$ cat src/rtl/seven_seg_mux.sv
// Time-multiplexed N-digit seven-segment driver with a tear-free
// double-buffered load, PWM brightness and selectable output polarity.
module seven_seg_mux #(
    parameter int NUM_DIGITS     = 4,
    parameter int REFRESH_LOG2   = 10,
    parameter int PWM_BITS       = 3,
    parameter bit ACTIVE_LOW_SEG = 1'b0,
    parameter bit ACTIVE_LOW_AN  = 1'b0
) (
    input  logic                    clk,
    input  logic                    rstn,
    input  logic [4*NUM_DIGITS-1:0] display_value,
    input  logic [NUM_DIGITS-1:0]   dp_in,
    input  logic [NUM_DIGITS-1:0]   blank,
    input  logic [PWM_BITS-1:0]     brightness,
    input  logic                    load,
    output logic [7:0]              seven_seg,
    output logic [NUM_DIGITS-1:0]   anode,
    output logic                    frame_tick
);

    localparam int IDX_W = (NUM_DIGITS > 1) ? $clog2(NUM_DIGITS) : 1;
    localparam logic [IDX_W-1:0] LAST_IDX = IDX_W'(NUM_DIGITS - 1);
    localparam logic [7:0] SEG_OFF = ACTIVE_LOW_SEG ? 8'hFF : 8'h00;
    localparam logic [NUM_DIGITS-1:0] AN_OFF =
        ACTIVE_LOW_AN ? {NUM_DIGITS{1'b1}} : {NUM_DIGITS{1'b0}};
    localparam logic [NUM_DIGITS-1:0] AN_ONE = NUM_DIGITS'(1);

    logic [REFRESH_LOG2-1:0] presc_q, presc_d;
    logic [IDX_W-1:0]        idx_q, idx_d;
    logic [4*NUM_DIGITS-1:0] pend_val_q, shad_val_q;
    logic [NUM_DIGITS-1:0]   pend_dp_q, shad_dp_q;
    logic                    pend_valid_q;
    logic [7:0]              seg_q, seg_d;
    logic [NUM_DIGITS-1:0]   an_q, an_d;
    logic                    tick_q, tick_d;

    logic                    wrap;
    logic                    boundary;
    logic                    lit;
    logic [PWM_BITS-1:0]     phase;
    logic [3:0]              nib;
    logic [6:0]              glyph;

    assign wrap     = &presc_q;
    assign boundary = wrap && (idx_q == LAST_IDX);
    assign phase    = presc_q[REFRESH_LOG2-1 -: PWM_BITS];
    assign nib      = shad_val_q[{idx_q, 2'b00} +: 4];
    assign lit      = (phase <= brightness) && !blank[idx_q];

    always_comb begin
        glyph = 7'h00;
        unique case (nib)
            4'h0: glyph = 7'h3F;
            4'h1: glyph = 7'h06;
            4'h2: glyph = 7'h5B;
            4'h3: glyph = 7'h4F;
            4'h4: glyph = 7'h66;
            4'h5: glyph = 7'h6D;
            4'h6: glyph = 7'h7D;
            4'h7: glyph = 7'h07;
            4'h8: glyph = 7'h7F;
            4'h9: glyph = 7'h6F;
            4'hA: glyph = 7'h77;
            4'hB: glyph = 7'h7C;
            4'hC: glyph = 7'h39;
            4'hD: glyph = 7'h5E;
            4'hE: glyph = 7'h79;
            4'hF: glyph = 7'h71;
        endcase
    end

    always_comb begin
        presc_d = presc_q + 1'b1;
        idx_d   = idx_q;
        if (wrap) begin
            idx_d = (idx_q == LAST_IDX) ? '0 : idx_q + 1'b1;
        end
        // Dark slots drive both buses inactive so no segment ghosts.
        seg_d  = lit ? {shad_dp_q[idx_q], glyph} : 8'h00;
        seg_d  = seg_d ^ SEG_OFF;
        an_d   = lit ? (AN_ONE << idx_q) : '0;
        an_d   = an_d ^ AN_OFF;
        tick_d = (idx_q == '0) && (presc_q == '0);
    end

    always_ff @(posedge clk or negedge rstn) begin
        if (!rstn) begin
            presc_q      <= '0;
            idx_q        <= '0;
            pend_val_q   <= '0;
            pend_dp_q    <= '0;
            pend_valid_q <= 1'b0;
            shad_val_q   <= '0;
            shad_dp_q    <= '0;
            seg_q        <= SEG_OFF;
            an_q         <= AN_OFF;
            tick_q       <= 1'b0;
        end else begin
            presc_q <= presc_d;
            idx_q   <= idx_d;
            seg_q   <= seg_d;
            an_q    <= an_d;
            tick_q  <= tick_d;
            // Shadow only changes on the frame boundary.
            if (boundary) begin
                pend_valid_q <= 1'b0;
                if (load) begin
                    shad_val_q <= display_value;
                    shad_dp_q  <= dp_in;
                end else if (pend_valid_q) begin
                    shad_val_q <= pend_val_q;
                    shad_dp_q  <= pend_dp_q;
                end
            end else if (load) begin
                pend_val_q   <= display_value;
                pend_dp_q    <= dp_in;
                pend_valid_q <= 1'b1;
            end
        end
    end

    assign seven_seg  = seg_q;
    assign anode      = an_q;
    assign frame_tick = tick_q;

endmodule

$ cat config.mk
export PLATFORM = sky130hd
export DESIGN_NAME = seven_seg_mux
export DESIGN_NICKNAME = d
export VERILOG_FILES = /design/src/rtl/seven_seg_mux.sv
export SDC_FILE = /design/constraint.sdc
export NUM_CORES = 1
export LEC_CHECK = 0
export ABC_CLOCK_PERIOD_IN_PS = 2100
export CAP_MARGIN = 25
export CORE_ASPECT_RATIO = 0.9
export CORE_MARGIN = 5
export CORE_UTILIZATION = 50
export DETAILED_ROUTE_END_ITERATION = 8
export GPL_TIMING_DRIVEN = 0
export HOLD_SLACK_MARGIN = 0.03
export PLACE_DENSITY = 0.76
export SLEW_MARGIN = 40
export SYNTH_ARGS = -nofsm -noshare
export SYNTH_HDL_FRONTEND = slang
export SYNTH_SLANG_ARGS = --single-unit
$ cat constraint.sdc
create_clock -name clk -period 2.1 [get_ports clk]
set_input_delay 0.42 -clock clk [delete_from_list [all_inputs] [get_ports clk]]
set_output_delay 0.42 -clock clk [all_outputs]
set_load 0.1 [all_outputs]
# --- Word level (Yosys, flattened, before mapping) ---
# Memory sizes are Yosys's and may differ from the RTL's.
# Cells that the tools add are included.
word_totals:
  reg_bits: 66
  latchBits: 0
  ramBits: 0
  rom_bits: 112
  wordCells: 43
  mem_count: 1
classes:
  n_addsub: 2
  multipliers: 0
  div: 0
  magnitude_cmp: 2
  eq_ne: 1
  shift: 2
  muxes: 13
  bitwise: 1
  reduce_logical: 11
memory_table:
  columns: ["name", "words", "word_bits", "rd", "rd_ports_with_merged_regs", "write_ports", "line_no", "source"]
  rows:
  - ["(no name shown)", 16, 7, 1, 0, 0, "53", "unique case (nib)"]
ops:
  columns: ["cell", "n"]
  rows:
  - ["16-bit two-way mux", 2]
  - ["16-bit by 5-bit variable part select with 4-bit output", 1]
  - ["4-bit two-way mux", 3]
  - ["10-bit by 1-bit adder with 10-bit output, second input constant", 1]
  - ["10-bit zero test", 1]
  - ["10-bit AND reduction", 1]
  - ["8-bit two-way mux", 1]
  - ["1-bit binary-select mux with 2-bit select", 2]
  - ["1-bit two-way mux", 4]
  - ["2-bit AND reduction", 2]
  - ["2-bit nonzero test", 2]
  - ["1-bit by 2-bit << shifter with 4-bit output, first input constant", 1]
  - ["3-bit <= comparator", 1]
  - ["1-bit logical AND", 3]
  - ["2-bit by 3-bit < comparator with 1-bit output, second input constant", 1]
  - ["2-bit by 1-bit adder with 2-bit output, second input constant", 1]
  - ["2-bit == test, second input constant", 1]
  - ["2-bit zero test", 1]
  - ["2-bit two-way mux", 1]
  - ["1-bit zero test", 1]
  - ["1-bit inverter", 1]

# --- Depth between registers and ports, before layout ---
# Gate-level depths: netlist of run 1.
depth:
  ltp_word: 5
  ltp_mapped: 8
  ltp_nobuf: 7

# --- Least setup slack after synthesis of run 1 ---
# Ideal clock, no wire load.
synth_timing:
  kind: "flip-flop to flip-flop"
  from: "reg idx_q[0]"
  to: "reg seg_q[0] (netlist: seven_seg[0])"
  setup_time_ns: 0.124
  arrival_ns: 1.997
  t_required_ns: 1.976
  path_slack_ns: -0.021
  path_stages_with_launch: 9
  path_buffers: 1
  period_less_slack_ns: 2.121
  cell_sequence: "dfrtp_1 > buf_6 > mux4_1 > inv_1 > ha_1 > nor3b_1 > o21ai_0 > o21ai_0 > o31a_1"
synth_via:
  elab_chain_len: 5
synth_rtl:
  columns: ["element", "line_no", "source"]
  rows:
  - ["start: declaration", "30", "logic [IDX_W-1:0] idx_q, idx_d;"]
  - ["start signal: assignment", "101", "idx_q <= idx_d;"]
  - ["branches (longest 4 deep; another with memory read 16 x 7 bit)", null, null]
  - ["8-bit two-way mux (*)", "80", "seg_d = lit ? {shad_dp_q[idx_q], glyph} : 8'h00;"]
  - ["via seg_d[0]", "34", "logic [7:0] seg_q, seg_d;"]
  - ["end signal: assignment", "102", "seg_q <= seg_d;"]
  - ["end: declaration", "34", null]
# Mark *: on every way through the listed nets, which the timed path passes. The select of a mux whose other input is x is not followed.
# A chain may end at the register's enable or synchronous reset.

# --- Worst setup path in the final report of run 1 ---
# Ends and elaborated chain as after synthesis.

==> results of run 1 <==
==> worst paths after layout <==
kind	start	to	slack [ns]
min in group asynchronous	rstn	pend_val_q[15]$_DFFE_PN0P_	0.49
setup reg to reg	idx_q[0]$_DFFE_PN0N_	seven_seg[0]$_DFF_PN0_	0.08
setup / recovery	idx_q[0]$_DFFE_PN0N_	seven_seg[0]$_DFF_PN0_	0.08
hold reg to reg	presc_q[0]$_DFF_PN0_	presc_q[0]$_DFF_PN0_	0.48
hold / removal	presc_q[0]$_DFF_PN0_	presc_q[0]$_DFF_PN0_	0.48
max in group asynchronous	rstn	idx_q[0]$_DFFE_PN0N_	1.07
==> final cells by class <==
| type | count | area [µm²] |
|---|---|---|
| fillers | 527 | 2440 |
| flip-flops and latches | 66 | 1650 |
| multi-input cells | 183 | 1500 |
| repair buffers | 46 | 395 |
| clock buffers | 10 | 138 |
| clock inverters | 6 | 114 |
| well taps | 90 | 113 |
| plain buffers | 11 | 86.3 |
| inverters | 11 | 41.3 |
==> layer usage <==
metal | global-route usage [%] | wire length, µm | up-vias
met2 | 26.6 | 2870 | 51
li1 | - | - | 1068
met5 | 0 | 0 | -
met3 | 5.47 | 315 | 8
met4 | 4.85 | 47 | 0
met1 | 21.1 | 2800 | 1057
==> power by group <==
group | internal, mW | leakage (nW) | switching (mW) | total, mW
logic | 0.128 | 0.904 | 0.159 | 0.287
registers | 1.32 | 0.841 | 0.0182 | 1.34
clock network | 0.823 | 0.119 | 0.500 | 1.32
total | 2.27 | 1.86 | 0.677 | 2.95
==> through the flow <==
step	total power, mW	hold slack, ns	std cells
after detailed placement	1.65	0.331	403
after global routing	3.06	0.502	423
after global placement	1.65	0.454	402
final	2.95	0.477	423
after floorplan	1.53	0.124	271
after CTS	2.97	0.477	423
==> state kept, by name (all words and copies together), names as in the netlist <==
register and count:
presc_q 10, idx_q 2, pend_val_q 16, pend_dp_q 4, shad_val_q 16, shad_dp_q 4
frame_tick 1, pend_valid_q 1, seven_seg 8, anode 4
==> worst reg2reg max path, stage by stage, from the launching register on <==
cell	delay, ns
dfrtp_2	0.42
buf_8	0.12
mux4_2	0.55
inv_2	0.11
ha_2	0.19
inv_1	0.06
a31oi_1	0.14
o21ai_1	0.08
o31a_1	0.24
==> cells in the mapped netlist, drive strengths merged <==
cell type,instances
dfrtp,66
nor2,28
mux2i,26
mux2,23
a21oi,22
ha,15
nand2,13
inv,11
buf,9
nand3,6
o21ai,6
xnor2,6
nor3,5
and2,4
xor2,4
a311oi,3
mux4,3
a221oi,2
clkbuf,2
nand4,2
nor3b,2
o221a,2
a211oi,1
a221o,1
a31oi,1
and4b,1
nand2b,1
nor2b,1
nor4,1
nor4b,1
o211a,1
o21a,1
o31a,1
==> what timing repair did <==
item                                   4_1_cts  5_1_grt
buffers inserted                             3        0
endpoints found under the hold margin       21        0
gates resized for setup                      4        6
pin swaps                                    0        1
setup endpoints to repair                    6        3
hold buffers                                 1        0
==> cell families (layout without fill, tap and decap cells) <==
family / Yosys count / after routing / synth area share [%]
compound gates: 41 / 41 / 8.72
xor+xnor: 10 / 10 / 2.68
fa+ha+maj: 15 / 15 / 5.74
buf+inv: 22 / 84 / 3.79
flops: 66 / 66 / 50.5
mux: 52 / 52 / 19.0
simple gates: 65 / 65 / 9.64
==> results.cfg, run 1 <==
[routing]
drt_pre_antenna_iters = 6
viasPerCell = 5.16
wire_per_inst_um = 14.2
routed_wl_um = 6030
drc = 0
ant_nets = 0
drtIter0Drc = 85
vias = 2184

[grt]
overflow = 0
track_usage_pct = 16.5
grt_pass1_vias = 2262
grt_pass1_wl_um = 10400
grt_max_degree = 46
antenna_found_initial = 0

[cts]
tritoncts = done
root_buffer = clkbuf_8
worst_skew_pair.late_latency_ns = 0.35
cts_made_buffers = 9
clkTransAtPathRegs_ns = 0.07
numClockSinks = 66
clk_path_buf_depth = 2
htree_levels = 3

[sta]
final-setup-viol-count = 0
hold_viol = 0
clock.fmax_mhz = 494
worst_slew_pin_slew_ns = 0.739
grt_setup_unrepaired = false
setup_tns_ns = 0
layout_setup_ws_ns = 0.0757
finClkSkew_ns = 0.0144
finalCriticalPeriod_ns = 2.02
period_share_pct = 96.4
max_slew_margin_pct = 50.7
slew_viol_final = 0

[logic_synthesis]
synth.net_count = 316
ys_types = 42
netlist_area_mm2 = 0.00327
synth.top_cell.area_share_pct = 50.5
yosysSeqAreaShare_pct = 50.5
synth_warnings = 0
ys_ff_latch = 66
synthCells = 271
synthTopCellsByArea = dfrtp_1 (50%), mux2i_1 (7.0%), mux2_2 (6.9%), ha_1 (5.7%), a21oi_1 (3.4%)
postSynthAreaPerCell_um2 = 12.1
synth_area_leader_cell = dfrtp_1

[worst_setup_path]
crit_required_ns = 2.32
cp.arrival_ns = 2.24
crit_family = multiplexers
path_cells = buf_8 > mux4_2 > inv_2 > ha_2 > inv_1 > a31oi_1 > o21ai_1 > o31a_1
slowest_stage = mux4_2
crit_path_start_kind = register
crit_cells = 8
cp_max_fo = 3
slowest_delay_ns = 0.55
rr_worst_depth = 8
endpoint_kind = register
cp_num_buf_inv = 3
critical_path_class = register to register

[power_and_ir_drop]
irDropWorstVdd_mv = 0.512
p_per_area_mw_per_mm2 = 729
p_leak_nw = 1.86

[floorplanning]
rows = 28
fp.dieH_um = 86.7
die_area_mm2 = 0.00826
die-width_um = 95.3
initial_core_util_pct = 50.5
io_pins = 43
core-area_mm2 = 0.00648

[run]
drv_cap = 0

[final_layout]
mostFrequentLayoutCells = dfrtp_1 (65), nor2_1 (28), clkdlybuf4s50_1 (27)
layout-drive-gt1-share_pct = 24.9
final_core_util_pct = 62.3
final_common_cell = dfrtp_1
synthToLayoutAreaGrowth_pct = 23.5
nets = 373
final_cell_area_mm2 = 0.00404
diodes = 0

[placement]
placed_area_mm2 = 0.00374
hpwl_um = 4200
post-place-ws_ns = -0.228
port_buffers = 41
place_congestion = 0.803

[min_path]
hold_path.class = register to register
whs_path_depth = 1

[outcome]
status = completed
Note: power is estimated with default switching activity, not from simulation.
==> run 2, diff against run 1 <==
- CORE_UTILIZATION: 50 -> 51
- CTS_BUF_LIST: unset -> sky130_fd_sc_hd__clkbuf_8
- PLACE_DENSITY: 0.76 -> 0.78
==> results.cfg, run 2 (synthesis results as in run 1) <==
[outcome]
status = completed

[worst_setup_path]
cp_max_fo = 6
slowest_stage = mux4_2
cp.arrival_ns = 2.28
rr_worst_depth = 6
crit_required_ns = 2.32
path_cells = buf_8 > mux4_2 > inv_2 > ha_1 > nor3_1 > o31a_1
crit_path_start_kind = register
critical_path_class = register to register
cp_num_buf_inv = 2
r2r_start = idx_q[0]$_DFFE_PN0N_
ff2ff_setup_slack_ns = 0.04
slowest_delay_ns = 0.57
crit_family = multiplexers
regToRegEndpoint = seven_seg[0]$_DFF_PN0_
endpoint_kind = register

[cts]
cts_made_buffers = 9
clk_path_buf_depth = 2
root_buffer = clkbuf_8
htree_levels = 3
worst_skew_pair.late_latency_ns = 0.34
numClockSinks = 66
tritoncts = done
clkTransAtPathRegs_ns = 0.07

[routing]
drtIter0Drc = 72
wire_per_inst_um = 15.0
ant_nets = 0
vias = 2189
drc = 0
drt_pre_antenna_iters = 4
viasPerCell = 5.21
routed_wl_um = 6310

[final_layout]
top_regs = pend_val_q: 16 flops, shad_val_q: 16 flops, presc_q: 10 flops
layout-drive-gt1-share_pct = 25.2
fillers = 492
mostFrequentLayoutCells = dfrtp_1 (65), nor2_1 (28), clkdlybuf4s50_1 (27)
diodes = 0
final_common_cell = dfrtp_1
final_core_util_pct = 65.7
synthToLayoutAreaGrowth_pct = 24.2
nets = 373

[sta]
slew_viol_final = 0
holdWs_ns = 0.483
period_share_pct = 98.3
layout_setup_ws_ns = 0.0359
setup_tns_ns = 0
clock.fmax_mhz = 484
final-setup-viol-count = 0
max_slew_margin_pct = 50.5
worst_slew_pin_slew_ns = 0.743
grt_setup_unrepaired = true
finalCriticalPeriod_ns = 2.06
finClkSkew_ns = 0.00588
hold_viol = 0

[floorplanning]
initial_core_util_pct = 52.9
io_pins = 43
die_area_mm2 = 0.00812
core-area_mm2 = 0.00618
die-width_um = 94.4
rows = 27
fp.dieH_um = 86.0

[grt]
overflow = 0
grt_pass1_vias = 2309
grt_pass1_wl_um = 10700
antenna_found_initial = 0
track_usage_pct = 17.0
grt_max_degree = 44

[placement]
hpwl_um = 4400
post-place-ws_ns = -0.236
port_buffers = 41
place_congestion = 0.824

[min_path]
hold_path.class = register to register
whs_path_depth = 1
holdPathEnd = presc_q[0]$_DFF_PN0_
min_from = presc_q[0]$_DFF_PN0_

[power_and_ir_drop]
irDropWorstVdd_mv = 0.521
p_leak_nw = 1.88
p_per_area_mw_per_mm2 = 724

[run]
drv_cap = 0
==> run 2: cell types whose count changed in the layout (fill, tap and decap cells not counted) <==
| cell | before | now |
|---|---|---|
| clkinv_4 | 1 | 0 |
| inv_1 | 9 | 10 |
| clkbuf_8 | 10 | 11 |
| ha_4 | 0 | 2 |
| ha_2 | 2 | 0 |
| o21ai_0 | 2 | 3 |
| clkinv_2 | 0 | 2 |
| a221o_2 | 0 | 1 |
| a221o_1 | 1 | 0 |
| clkinvlp_4 | 2 | 0 |
| a311oi_1 | 3 | 2 |
| o21ai_1 | 3 | 2 |
| a311oi_2 | 0 | 1 |
| inv_2 | 2 | 1 |
==> run 2: area by class of cell <==
cell class | count | area [µm²] | area share [%]
clock inverter | 5 | 100 | 2.46
tap | 87 | 109 | 2.68
multi-input combinational | 183 | 1530 | 37.6
inverter | 11 | 41.3 | 1.02
timing repair buffer | 46 | 395 | 9.73
clock buffer | 11 | 151 | 3.73
buffer | 11 | 86.3 | 2.12
sequential | 66 | 1650 | 40.7
==> run 2: power breakdown <==
| part | leakage (nW) | switching, mW | internal, mW |
|---|---|---|---|
| combinational | 0.908 | 0.161 | 0.130 |
| clock | 0.129 | 0.465 | 0.849 |
| sequential | 0.841 | 0.0184 | 1.32 |
| total | 1.88 | 0.645 | 2.30 |
==> run 2: worst max path at each step <==
stage | from | endpoint | slack, ns | cells past startpoint
floorplan | idx_q[0]$_DFFE_PN0N_ | seven_seg[0]$_DFF_PN0_ | 0.07 | 8
global placement | rstn | seven_seg[3]$_DFF_PN0_ | -1.51 | 1
detailed placement | brightness[1] | seven_seg[3]$_DFF_PN0_ | -0.24 | 8
CTS | idx_q[0]$_DFFE_PN0N_ | seven_seg[0]$_DFF_PN0_ | 0.008 | 8
global route | idx_q[0]$_DFFE_PN0N_ | seven_seg[1]$_DFF_PN0_ | -0.03 | 7
finish | idx_q[0]$_DFFE_PN0N_ | seven_seg[0]$_DFF_PN0_ | 0.04 | 6
==> run 2: metal layers <==
layer  track usage (%)  wire length (µm)
met2              28.5              3150
met4              4.99                80
met1              20.7              2790
met3              6.05               288
met5                 0                 0
==> run 2: repair_timing <==
action / 4_1_cts / 5_1_grt
pin swaps: 0 / 5
resized for setup: 4 / 7
hold buffers: 1 / 0
endpoints found under the hold margin: 23 / 0
buffers inserted: 3 / 0
setup endpoints to repair: 7 / 3
==> run 2: through the flow <==
step | area, µm² | cells | total power [mW]
floorplan | 3270 | 271 | 1.53
global placement | 3790 | 399 | 1.65
detailed placement | 3740 | 400 | 1.65
CTS | 4030 | 420 | 2.97
global route | 4060 | 420 | 3.05
finish | 4060 | 420 | 2.94
==> run 2: worst reg2reg max path: stages, from the launching register on <==
cell     delay (ns)
dfrtp_2        0.42
buf_8          0.11
mux4_2         0.57
inv_2          0.14
ha_1           0.32
nor3_1         0.09
o31a_1         0.31
